<file path="config.mk">
export PLATFORM = sky130hd
export DESIGN_NAME = id_stage
export DESIGN_NICKNAME = d
export VERILOG_FILES = /design/src/rtl/riscv_pkg.sv /design/src/rtl/reg_file.sv /design/src/rtl/id_stage.sv
export SDC_FILE = /design/constraint.sdc
export NUM_CORES = 2
export LEC_CHECK = 0
export BUFFER_PORTS_ARGS = -buffer_cell sky130_fd_sc_hd__buf_2
export CAP_MARGIN = 0
export CORE_MARGIN = 2
export CORE_UTILIZATION = 60
export DETAILED_ROUTE_END_ITERATION = 8
export PLACE_DENSITY = 0.85
export SLEW_MARGIN = 20
export SYNTH_ARGS = -nofsm -noshare
export SYNTH_HDL_FRONTEND = slang
export SYNTH_SLANG_ARGS = --single-unit
</file>
<file path="constraint.sdc">
create_clock -name clk -period 3.4 [get_ports clk]
set_input_delay 0.51 -clock clk [delete_from_list [all_inputs] [get_ports clk]]
set_output_delay 0.51 -clock clk [all_outputs]
set_load 0.01 [all_outputs]
</file>
<file path="src/rtl/riscv_pkg.sv">
// Shared RV32I types and encodings for the decode stage and its neighbours.
package riscv_pkg;

  localparam logic [6:0] OPC_LUI      = 7'b0110111;
  localparam logic [6:0] OPC_AUIPC    = 7'b0010111;
  localparam logic [6:0] OPC_JAL      = 7'b1101111;
  localparam logic [6:0] OPC_JALR     = 7'b1100111;
  localparam logic [6:0] OPC_BRANCH   = 7'b1100011;
  localparam logic [6:0] OPC_LOAD     = 7'b0000011;
  localparam logic [6:0] OPC_STORE    = 7'b0100011;
  localparam logic [6:0] OPC_OP_IMM   = 7'b0010011;
  localparam logic [6:0] OPC_OP       = 7'b0110011;
  localparam logic [6:0] OPC_MISC_MEM = 7'b0001111;

  localparam logic [2:0] F3_ADD_SUB = 3'b000;
  localparam logic [2:0] F3_SLL     = 3'b001;
  localparam logic [2:0] F3_SLT     = 3'b010;
  localparam logic [2:0] F3_SLTU    = 3'b011;
  localparam logic [2:0] F3_XOR     = 3'b100;
  localparam logic [2:0] F3_SRL_SRA = 3'b101;
  localparam logic [2:0] F3_OR      = 3'b110;
  localparam logic [2:0] F3_AND     = 3'b111;

  localparam logic [2:0] F3_BEQ  = 3'b000;
  localparam logic [2:0] F3_BNE  = 3'b001;
  localparam logic [2:0] F3_BLT  = 3'b100;
  localparam logic [2:0] F3_BGE  = 3'b101;
  localparam logic [2:0] F3_BLTU = 3'b110;
  localparam logic [2:0] F3_BGEU = 3'b111;

  localparam logic [2:0] F3_LB  = 3'b000;
  localparam logic [2:0] F3_LH  = 3'b001;
  localparam logic [2:0] F3_LW  = 3'b010;
  localparam logic [2:0] F3_LBU = 3'b100;
  localparam logic [2:0] F3_LHU = 3'b101;

  localparam logic [2:0] F3_JALR  = 3'b000;
  localparam logic [2:0] F3_FENCE = 3'b000;

  localparam logic [6:0] F7_BASE = 7'b0000000;
  localparam logic [6:0] F7_ALT  = 7'b0100000;

  localparam logic [31:0] NOP          = 32'h00000013;
  localparam logic [31:0] INSTR_ECALL  = 32'h00000073;
  localparam logic [31:0] INSTR_EBREAK = 32'h00100073;

  typedef enum logic [3:0] {
    ALU_ADD, ALU_SUB, ALU_SLL, ALU_SLT, ALU_SLTU,
    ALU_XOR, ALU_SRL, ALU_SRA, ALU_OR, ALU_AND, ALU_PASS_B
  } alu_op_e;

  typedef struct packed {
    logic [31:0] pc;
    logic [31:0] instr;
    logic        valid;
  } IF_ID_t;

  typedef struct packed {
    logic [31:0] pc;
    logic [31:0] rs1_data;
    logic [31:0] rs2_data;
    logic [31:0] imm;
    logic [4:0]  rs1;
    logic [4:0]  rs2;
    logic [4:0]  rd;
    alu_op_e     alu_op;
    logic        alu_src_imm;
    logic        alu_src_pc;
    logic        reg_write;
    logic        mem_read;
    logic        mem_write;
    logic [1:0]  mem_size;
    logic        mem_unsigned;
    logic        branch;
    logic        jump;
    logic        jalr;
    logic        illegal;
    logic        valid;
  } ID_EX_t;

  // alt selects SUB/SRA over ADD/SRL (instr bit 30)
  function automatic alu_op_e alu_op_from_f3(logic [2:0] f3, logic alt);
    case (f3)
      F3_ADD_SUB: return alt ? ALU_SUB : ALU_ADD;
      F3_SLL:     return ALU_SLL;
      F3_SLT:     return ALU_SLT;
      F3_SLTU:    return ALU_SLTU;
      F3_XOR:     return ALU_XOR;
      F3_SRL_SRA: return alt ? ALU_SRA : ALU_SRL;
      F3_OR:      return ALU_OR;
      F3_AND:     return ALU_AND;
    endcase
  endfunction

endpackage

</file>
<file path="src/rtl/reg_file.sv">
// Integer register file: two combinational read ports, one write port,
// x0 hardwired to zero, optional same-cycle write-to-read bypass.
module reg_file #(
  parameter int XLEN      = 32,
  parameter int NUM_REGS  = 32,
  parameter bit WB_BYPASS = 1'b1
) (
  input  logic            clk,
  input  logic            rst_n,
  input  logic [4:0]      rs1_addr,
  input  logic [4:0]      rs2_addr,
  output logic [XLEN-1:0] rs1_data,
  output logic [XLEN-1:0] rs2_data,
  input  logic            we,
  input  logic [4:0]      wr_addr,
  input  logic [XLEN-1:0] wr_data
);

  logic [XLEN-1:0] regs [NUM_REGS];

  // Write port; x0 is never written so it keeps its reset value of zero.
  always_ff @(posedge clk or negedge rst_n) begin
    if (!rst_n) begin
      for (int i = 0; i < NUM_REGS; i++) regs[i] <= '0;
    end else if (we && wr_addr != 5'd0) begin
      regs[wr_addr] <= wr_data;
    end
  end

  // Read port 1 with optional bypass of the in-flight WB write.
  always_comb begin
    rs1_data = '0;
    if (rs1_addr != 5'd0) begin
      if (WB_BYPASS && we && wr_addr == rs1_addr) rs1_data = wr_data;
      else                                        rs1_data = regs[rs1_addr];
    end
  end

  // Read port 2, same rules as port 1.
  always_comb begin
    rs2_data = '0;
    if (rs2_addr != 5'd0) begin
      if (WB_BYPASS && we && wr_addr == rs2_addr) rs2_data = wr_data;
      else                                        rs2_data = regs[rs2_addr];
    end
  end

endmodule

</file>
<file path="src/rtl/id_stage.sv">
// RV32I decode stage: decode, immediate generation, operand read,
// load-use hazard detection and the ID/EX pipeline register.
module id_stage
  import riscv_pkg::*;
#(
  parameter int XLEN      = 32,
  parameter int NUM_REGS  = 32,
  parameter bit WB_BYPASS = 1'b1
) (
  input  logic            clk,
  input  logic            rst_n,
  input  IF_ID_t          if_id_i,
  input  logic            flush_id,
  input  logic            wb_we,
  input  logic [4:0]      wb_rd,
  input  logic [XLEN-1:0] wb_data,
  output logic            stall_o,
  output ID_EX_t          id_ex_o
);

  logic [31:0] instr;
  logic [6:0]  opcode;
  logic [2:0]  funct3;
  logic [6:0]  funct7;
  logic [4:0]  rs1, rs2, rd;
  logic [31:0] imm_i, imm_s, imm_b, imm_u, imm_j;
  logic [31:0] rs1_data, rs2_data;
  logic        use_rs1, use_rs2;
  logic        nop_alias;
  ID_EX_t      dec;
  ID_EX_t      bubble;

  // FENCE, ECALL and EBREAK have no effect here, so they are decoded as the canonical NOP.
  assign nop_alias = (if_id_i.instr[6:0] == OPC_MISC_MEM && if_id_i.instr[14:12] == F3_FENCE)
                   || if_id_i.instr == INSTR_ECALL || if_id_i.instr == INSTR_EBREAK;
  assign instr  = nop_alias ? NOP : if_id_i.instr;
  assign opcode = instr[6:0];
  assign rd     = instr[11:7];
  assign funct3 = instr[14:12];
  assign rs1    = instr[19:15];
  assign rs2    = instr[24:20];
  assign funct7 = instr[31:25];

  assign imm_i = {{20{instr[31]}}, instr[31:20]};
  assign imm_s = {{20{instr[31]}}, instr[31:25], instr[11:7]};
  assign imm_b = {{19{instr[31]}}, instr[31], instr[7], instr[30:25], instr[11:8], 1'b0};
  assign imm_u = {instr[31:12], 12'b0};
  assign imm_j = {{11{instr[31]}}, instr[31], instr[19:12], instr[20], instr[30:21], 1'b0};

  reg_file #(
    .XLEN      (XLEN),
    .NUM_REGS  (NUM_REGS),
    .WB_BYPASS (WB_BYPASS)
  ) u_reg_file (
    .clk      (clk),
    .rst_n    (rst_n),
    .rs1_addr (rs1),
    .rs2_addr (rs2),
    .rs1_data (rs1_data),
    .rs2_data (rs2_data),
    .we       (wb_we),
    .wr_addr  (wb_rd),
    .wr_data  (wb_data)
  );

  // Instruction decode into ID/EX fields plus source-usage flags.
  always_comb begin
    dec          = '0;
    use_rs1      = 1'b0;
    use_rs2      = 1'b0;
    dec.pc       = if_id_i.pc;
    dec.rs1      = rs1;
    dec.rs2      = rs2;
    dec.rd       = rd;
    dec.rs1_data = rs1_data;
    dec.rs2_data = rs2_data;
    dec.alu_op   = ALU_ADD;
    dec.valid    = 1'b1;
    case (opcode)
      OPC_LUI: begin
        dec.imm = imm_u; dec.alu_op = ALU_PASS_B; dec.alu_src_imm = 1'b1; dec.reg_write = 1'b1;
      end
      OPC_AUIPC: begin
        dec.imm = imm_u; dec.alu_src_imm = 1'b1; dec.alu_src_pc = 1'b1; dec.reg_write = 1'b1;
      end
      OPC_JAL: begin
        dec.imm = imm_j; dec.alu_src_imm = 1'b1; dec.alu_src_pc = 1'b1;
        dec.jump = 1'b1; dec.reg_write = 1'b1;
      end
      OPC_JALR: begin
        dec.imm = imm_i; dec.alu_src_imm = 1'b1; dec.jump = 1'b1; dec.jalr = 1'b1;
        dec.reg_write = 1'b1; use_rs1 = 1'b1;
        dec.illegal = (funct3 != F3_JALR);
      end
      OPC_BRANCH: begin
        dec.imm = imm_b; dec.branch = 1'b1; use_rs1 = 1'b1; use_rs2 = 1'b1;
        case (funct3)
          F3_BEQ, F3_BNE:   dec.alu_op = ALU_SUB;
          F3_BLT, F3_BGE:   dec.alu_op = ALU_SLT;
          F3_BLTU, F3_BGEU: dec.alu_op = ALU_SLTU;
          default:          dec.illegal = 1'b1;
        endcase
      end
      OPC_LOAD: begin
        dec.imm = imm_i; dec.alu_src_imm = 1'b1; dec.mem_read = 1'b1; dec.reg_write = 1'b1;
        dec.mem_size = funct3[1:0]; dec.mem_unsigned = funct3[2]; use_rs1 = 1'b1;
        dec.illegal = !(funct3 inside {F3_LB, F3_LH, F3_LW, F3_LBU, F3_LHU});
      end
      OPC_STORE: begin
        dec.imm = imm_s; dec.alu_src_imm = 1'b1; dec.mem_write = 1'b1;
        dec.mem_size = funct3[1:0]; use_rs1 = 1'b1; use_rs2 = 1'b1;
        dec.illegal = !(funct3 inside {F3_LB, F3_LH, F3_LW});
      end
      OPC_OP_IMM: begin
        dec.imm = imm_i; dec.alu_src_imm = 1'b1; dec.reg_write = 1'b1; use_rs1 = 1'b1;
        dec.alu_op = alu_op_from_f3(funct3, funct3 == F3_SRL_SRA && funct7[5]);
        if (funct3 == F3_SLL)     dec.illegal = (funct7 != F7_BASE);
        if (funct3 == F3_SRL_SRA) dec.illegal = (funct7 != F7_BASE && funct7 != F7_ALT);
      end
      OPC_OP: begin
        dec.reg_write = 1'b1; use_rs1 = 1'b1; use_rs2 = 1'b1;
        dec.alu_op = alu_op_from_f3(funct3, funct7[5]);
        dec.illegal = !(funct7 == F7_BASE ||
                        (funct7 == F7_ALT && (funct3 == F3_ADD_SUB || funct3 == F3_SRL_SRA)));
      end
      default: dec.illegal = 1'b1;
    endcase
    // An illegal instruction must not touch architectural state or create stalls.
    if (dec.illegal) begin
      dec.reg_write = 1'b0;
      dec.mem_read  = 1'b0;
      dec.mem_write = 1'b0;
      dec.branch    = 1'b0;
      dec.jump      = 1'b0;
      dec.jalr      = 1'b0;
      use_rs1       = 1'b0;
      use_rs2       = 1'b0;
    end
    if (rd == 5'd0) dec.reg_write = 1'b0;
  end

  // Load-use hazard: a load in EX whose result is needed by the decoding instruction.
  always_comb begin
    stall_o = if_id_i.valid && id_ex_o.valid && id_ex_o.mem_read && id_ex_o.rd != 5'd0 &&
              ((use_rs1 && rs1 == id_ex_o.rd) || (use_rs2 && rs2 == id_ex_o.rd)) &&
              !flush_id;
  end

  // Bubble encoding: everything zero except the pc, kept for debug visibility.
  always_comb begin
    bubble    = '0;
    bubble.pc = id_ex_o.pc;
  end

  // ID/EX register: flush, stall and empty slots all insert a bubble.
  always_ff @(posedge clk or negedge rst_n) begin
    if (!rst_n) begin
      id_ex_o <= '0;
    end else if (flush_id || stall_o || !if_id_i.valid) begin
      id_ex_o <= bubble;
    end else begin
      id_ex_o <= dec;
    end
  end

endmodule

</file>
Word level (Yosys, flattened, before mapping)
Index checks and enable logic that the tools add are counted.
{"block": "word_totals", "elab_cells": 182, "romBits": 0, "regBits": 1184, "latchBits": 0, "mem_bits_rw": 0, "mem_count": 0, "output_inout_bits": 161}
{"block": "op_classes", "n_eq_ne": 25, "n_mux": 45, "n_shift": 0, "reduce_logical": 53, "bitwise_logic": 3, "div": 0, "n_mul": 0, "n_addsub": 0, "n_lt_le_gt_ge": 4}
{"operator": "bitwise mux 1024 bit", "n": 1}
{"operator": "binary-select mux 32 bit (select 5 bit)", "n": 2}
{"operator": "two-way mux 32 bit", "n": 10}
{"operator": "demux 32 bit (select 5 bit)", "n": 1}
{"operator": "case mux 32 bit (5 select lines)", "n": 1}
{"operator": "two-way mux 128 bit", "n": 1}
{"operator": "case mux 4 bit (8 select lines)", "n": 2}
{"operator": "== test 32 x 21 -> 1 bit (second input constant)", "n": 1}
{"operator": "== test 32 x 7 -> 1 bit (second input constant)", "n": 1}
{"operator": "== test 7 x 6 -> 1 bit (second input constant)", "n": 4}
{"operator": "nonzero test 5 bit", "n": 5}
{"operator": "== test 7 bit (second input constant)", "n": 3}
{"operator": "two-way mux 1 bit", "n": 21}
{"operator": "== test 5 bit", "n": 4}
{"operator": "greater-or-equal comparator 6 bit (second input constant)", "n": 3}
{"operator": "NOT 5 -> 6 bit", "n": 3}
{"operator": "case mux 4 bit (4 select lines)", "n": 1}
{"operator": "logical AND 1 bit", "n": 15}
{"operator": "== test 7 x 5 -> 1 bit (second input constant)", "n": 2}
{"operator": "OR reduction 2 bit", "n": 7}
{"operator": "OR reduction 7 bit", "n": 2}
{"operator": "== test 3 bit (second input constant)", "n": 4}
{"operator": "OR reduction 6 bit", "n": 2}
{"operator": "case mux 3 bit (3 select lines)", "n": 1}
{"operator": "other kinds (17)", "n": 33}

Depth between registers and ports, before layout
{"block": "depth", "ltp_word": 19, "ltp_mapped": 13}

Modules after synthesis
A second synthesis with hierarchy kept.
{"block": "unflattened", "cells_unflattened": 4320, "hier_area_um2": 61211.2}
{"module": "reg_file", "n_inst": 1, "area_per_inst_um2": 54800.1, "cells_per_inst": 3792}
{"module": "id_stage", "n_inst": 1, "area_per_inst_um2": 6411.1, "cells_per_inst": 528}

Least setup slack after synthesis
OpenSTA, ideal clock, no wires.
{"block": "synth_path", "path_kind": "input to register", "start": "input port if_id_i[17] (netlist bit)", "end": "register id_ex_o[128] (netlist bit)", "arrival_ns": 3.203, "stages": 11, "required_time_ns": 3.272, "path_slack_ns": 0.070, "cell_sequence": "buf_4 or4_1 or4_4 or4_1 buf_6 a31oi_1 a41o_1 a31o_2 buf_4 buf_4 mux2_1"}
{"block": "synth_via", "elab_chain_len": 17, "word_cells_on_any_way": 56, "cone_classes": "eq/ne: 21; mux: 9; reduce/logical: 26"}
{"item": "start: declaration", "line": "id_stage.sv:12", "rtl": "input IF_ID_t if_id_i,"}
{"item": "== test 32 x 7 -> 1 bit", "line": "id_stage.sv:35", "rtl": "|| if_id_i.instr == INSTR_ECALL || if_id_i.instr == INSTR_EBREAK;"}
{"item": "logical OR 1 bit (2 in series)", "line": "id_stage.sv:35"}
{"item": "two-way mux 32 bit (*)", "line": "id_stage.sv:36", "rtl": "assign instr = nop_alias ? NOP : if_id_i.instr;"}
{"item": "parallel branches: the longest is 8 deep, another holds case mux 1 bit (7 select lines)"}
{"item": "logical OR 1 bit (*)", "line": "id_stage.sv:145", "rtl": "((use_rs1 && rs1 == id_ex_o.rd) || (use_rs2 && rs2 == id_ex_o.rd)) &&"}
{"item": "logical AND 1 bit (*)", "line": "id_stage.sv:144", "rtl": "stall_o = if_id_i.valid && id_ex_o.valid && id_ex_o.mem_read && id_ex_o.rd != 5'd0 &&"}
{"item": "logical AND 1 bit (*)", "line": "id_stage.sv:145"}
{"item": "logical OR 1 bit (*) (2 in series)", "line": "id_stage.sv:159", "rtl": "end else if (flush_id || stall_o || !if_id_i.valid) begin"}
{"item": "end signal: assignment", "line": "id_stage.sv:160", "rtl": "id_ex_o <= bubble;"}
{"item": "end: declaration", "line": "id_stage.sv:18", "rtl": "output ID_EX_t id_ex_o"}
Every way passes the cells marked *.
A chain may end at the register's enable or synchronous reset.

Worst setup path in the final report
{"block": "layout_path", "start": "input port if_id_i[16] (netlist bit)", "end": "register id_ex_o[111] (netlist bit)"}
{"block": "layout_via", "elab_chain_len": 18, "word_cells_on_any_way": 66, "cone_classes": "eq/ne: 22; mux: 15; bitwise: 1; reduce/logical: 28"}
{"item": "== test 32 x 7 -> 1 bit", "line": "id_stage.sv:35"}
{"item": "logical OR 1 bit (2 in series)", "line": "id_stage.sv:35"}
{"item": "two-way mux 32 bit (*)", "line": "id_stage.sv:36"}
{"item": "parallel branches: the longest is 13 deep, another holds case mux 1 bit (7 select lines)"}
{"item": "two-way mux 128 bit (*)", "line": "id_stage.sv:159"}
Every way passes the cells marked *. The select of a mux whose other input is x is not followed.

==> impl_metrics.toml <==
[place]
gp_congestion = 0.972
dpl.hpwl_microns = 134000
dp_slack_ns = -0.316
port-buffer-count = 266

[floorplanning]
rows = 117
fp.dieH_microns = 325
boundaryPins = 267
dieArea_sq_mm = 0.105
core_sq_mm = 0.102
die_w_microns = 325
initial_core_util_pct = 60.6

[setup_path]
reg2reg_to = "id_ex_o[111]"
path_cells = "buf_8, or4_4, or4_4, or4_4, a31oi_4, a41o_1, buf_4, buf_4, buf_4, buf_4, buf_4, buf_4, a31o_4, clkinv_4, o31ai_4, clkbuf_16, a211oi_1"
critPathTopFamily = "simple AND/OR/NAND/NOR gates"
crit_slowest_cell = "or4_4"
required_ns = 4.00
crit_top_cell = "buf_4"
cp.depth = 17
cp_max_fo = 7
crit_type = "primary input to flop"
crit_end = "id_ex_o[111]"
r2r_slack_ns = 0.08
cp_num_buf_inv = 9
critPathLaunch = "if_id_i[16]"
end_kind = "flop"
max_stage_delay_ns = 0.55
startpoint_type = "primary input"
r2r-start = "id_ex_o[19]"
crit_arrival_ns = 4.05
r2r_cells = 15

[drt]
drc_errors = 0
vias = 52697
final_antenna_net_count = 0
drtIter0Drc = 8692
firstDrtPassIters = 8
drt-vias-per-instance = 7.46
wl_microns = 229000
wl_per_cell_microns = 32.5

[yosys]
synth_edf_count = 0
avgSynthCellArea_sq_um = 11.5
synth_seq_cells = 1184
synth.top_cell.area_share_pct = 48.0
ys_seq_area_share_pct = 48.0
netlist_area_sq_mm = 0.0617
synthCells = 5375
yosys_warnings = 0
synth_area_leaders = "dfrtp_1 (48%), mux2_2 (22%), mux2i_1 (4.4%), mux4_2 (2.6%), clkbuf_1 (2.5%)"
synth.net_count = 5481
async_reset_ff_share_pct = 100
synth-main-ff-cell = "dfrtp_1"
yosysTopAreaCell = "dfrtp_1"
yosysUniqueCellTypes = 78

[finish]
final_common_cell = "mux2_2"
drive_above_1_share_pct = 38.9
nets = 5695
mostFrequentLayoutCells = "mux2_2 (1186), dfrtp_1 (1184), nand2_1 (344)"
area_growth_pct = 15.7

[power_and_ir_drop]
p_total_mw = 40.2
ir_drop_uv = 424
power_density_mw_per_mm2 = 563
leakage_nw = 32.1

[global_route]
grt_pass1_wl_microns = 338000
grtUsageTotal_pct = 42.4
grt_max_degree = 102
grt-ovfl-total = 0
grt_pass1_vias = 52815
grt_antenna_before_repair = 13

[timing]
period_minus_slack_ns = 3.44
fin_ws_ns = -0.0443
finalCritPeriodShare_pct = 101
timing.fmax_ghz = 0.290
hold_viol_final = 0
finalMaxSlewViolations = 0
tightest_slew_ns = 1.29
fin_skew_ns = 0.0428
relSlewSlack_pct = 13.9
timing.hold.ws_ns = 0.0115
setup_viol = 7

[clock_network]
clkTransAtPathRegs_ns = 0.06
numCtsBuffers = 119
cts_tree = "done"
cts.sinks = 1184
worstSkewPairLatency_ns = 0.77
cts_max_path_buffers = 3
ctsHtreeMaxLevel = 3
cts-root-buf = "clkbuf_16"

[run_status]
status = "complete, but fails checks"
violations = "setup timing"

[run]
cap_violations = 0

[min_path]
holdCritPathClass = "primary input to flop"
==> registers in the layout, summed over array words and instances (netlist names) <==
register	count
id_ex_o	160
u_reg_file.regs	1024
==> synth_stat cells (4+ instances only) <==
| cell | number |
|---|---|
| a221oi_1 | 59 |
| mux4_2 | 71 |
| a221o_1 | 9 |
| o211ai_1 | 10 |
| o21ai_0 | 259 |
| nor4_1 | 29 |
| a32oi_1 | 26 |
| o221ai_1 | 63 |
| buf_6 | 12 |
| nor2_1 | 205 |
| mux2i_1 | 272 |
| a31oi_1 | 95 |
| nand4_1 | 9 |
| clkbuf_1 | 415 |
| a211oi_1 | 95 |
| a22oi_1 | 15 |
| nand2_1 | 363 |
| or3_1 | 8 |
| a2111oi_0 | 6 |
| nor3_1 | 32 |
| dfrtp_1 | 1184 |
| a211o_1 | 4 |
| a22o_1 | 26 |
| a21oi_1 | 310 |
| a311oi_1 | 6 |
| or4_1 | 4 |
| inv_1 | 16 |
| and2_1 | 15 |
| mux2_1 | 32 |
| buf_2 | 22 |
| o22ai_1 | 114 |
| mux2_2 | 1186 |
| nand3b_1 | 6 |
| o31ai_1 | 4 |
| a2bb2oi_1 | 5 |
| nor2b_1 | 42 |
| buf_1 | 95 |
| nand3_1 | 61 |
| or2_2 | 4 |
| buf_4 | 12 |
| xnor2_1 | 6 |
| and3_1 | 41 |
| o21a_1 | 33 |
| a211oi_2 | 33 |
| nand2b_1 | 9 |
==> per-stage QoR <==
stage	instances	util [%]	setup TNS, ns	instance area, sq um
after floorplan	5375	-	0	61700
final	7067	70.1	-0.158	71400
after global routing	7064	70.1	-0.0831	71400
after CTS	7051	69.8	-0.0475	71100
after detailed placement	6786	65.4	-32.98	66600
after global placement	6785	65.3	-28.29	66600
==> power by group <==
group	leakage [nW]	total (mW)	switching, mW	internal [mW]
Clock	2.05	14.0	5.95	8.01
Combinational	14.8	7.70	3.81	3.89
Sequential	15.3	18.5	2.02	16.5
Total	32.1	40.2	11.8	28.4
==> repair_timing <==
item	4_1_cts	5_1_grt
pin swaps	8	9
buffers inserted	9	6
resized for setup	3	27
endpoints found under the setup margin	1	107
gates cloned	0	3
hold buffers	33	0
endpoints found under the hold margin	76	0
==> metal layers <==
| metal | GRT usage (%) | routed length (microns) |
|---|---|---|
| met5 | 0.725 | 151 |
| met2 | 60.7 | 96200 |
| met3 | 16.6 | 35700 |
| met1 | 52.9 | 78000 |
| met4 | 29.0 | 19300 |
==> worst min path at each step <==
| stage | start | endpoint | slack [ns] | cells after the start |
|---|---|---|---|---|
| 3_3_place_gp | u_reg_file.regs[1007] | u_reg_file.regs[1007] | 0.39 | 0 |
| 5_1_grt | if_id_i[27] | id_ex_o[38] | 0.02 | 2 |
| 4_1_cts | if_id_i[27] | id_ex_o[38] | 0.003 | 2 |
| 3_5_place_dp | u_reg_file.regs[1013] | u_reg_file.regs[1013] | 0.39 | 0 |
| 6_report | if_id_i[26] | id_ex_o[37] | 0.01 | 2 |
| 2_1_floorplan | rst_n | id_ex_o[0] | 0.21 | 0 |
==> final cells by class <==
cell class | count | area, sq um
multi-input combinational | 3615 | 30300
clock inverter | 49 | 574
sequential | 1184 | 29600
tap | 1368 | 1710
antenna | 7 | 17.5
fill | 6613 | 30400
clock buffer | 175 | 3560
inverter | 20 | 80.1
timing repair buffer | 649 | 5550
==> cell families (layout without fill, tap and decap cells) <==
kind of cell | count (synthesis) | in the layout | synth area share [%]
muxes | 1561 | 1561 | 29.2
AOI/OAI and AO/OA | 1202 | 1202 | 12.7
DFF | 1184 | 1184 | 48.0
and+or+nand+nor | 845 | 845 | 6.19
buffers and inverters | 576 | 893 | 3.77
xor gates and xnor gates | 7 | 7 | 0.0993
other | 0 | 7 | 0
Note: power is estimated with default switching activity, not from simulation.
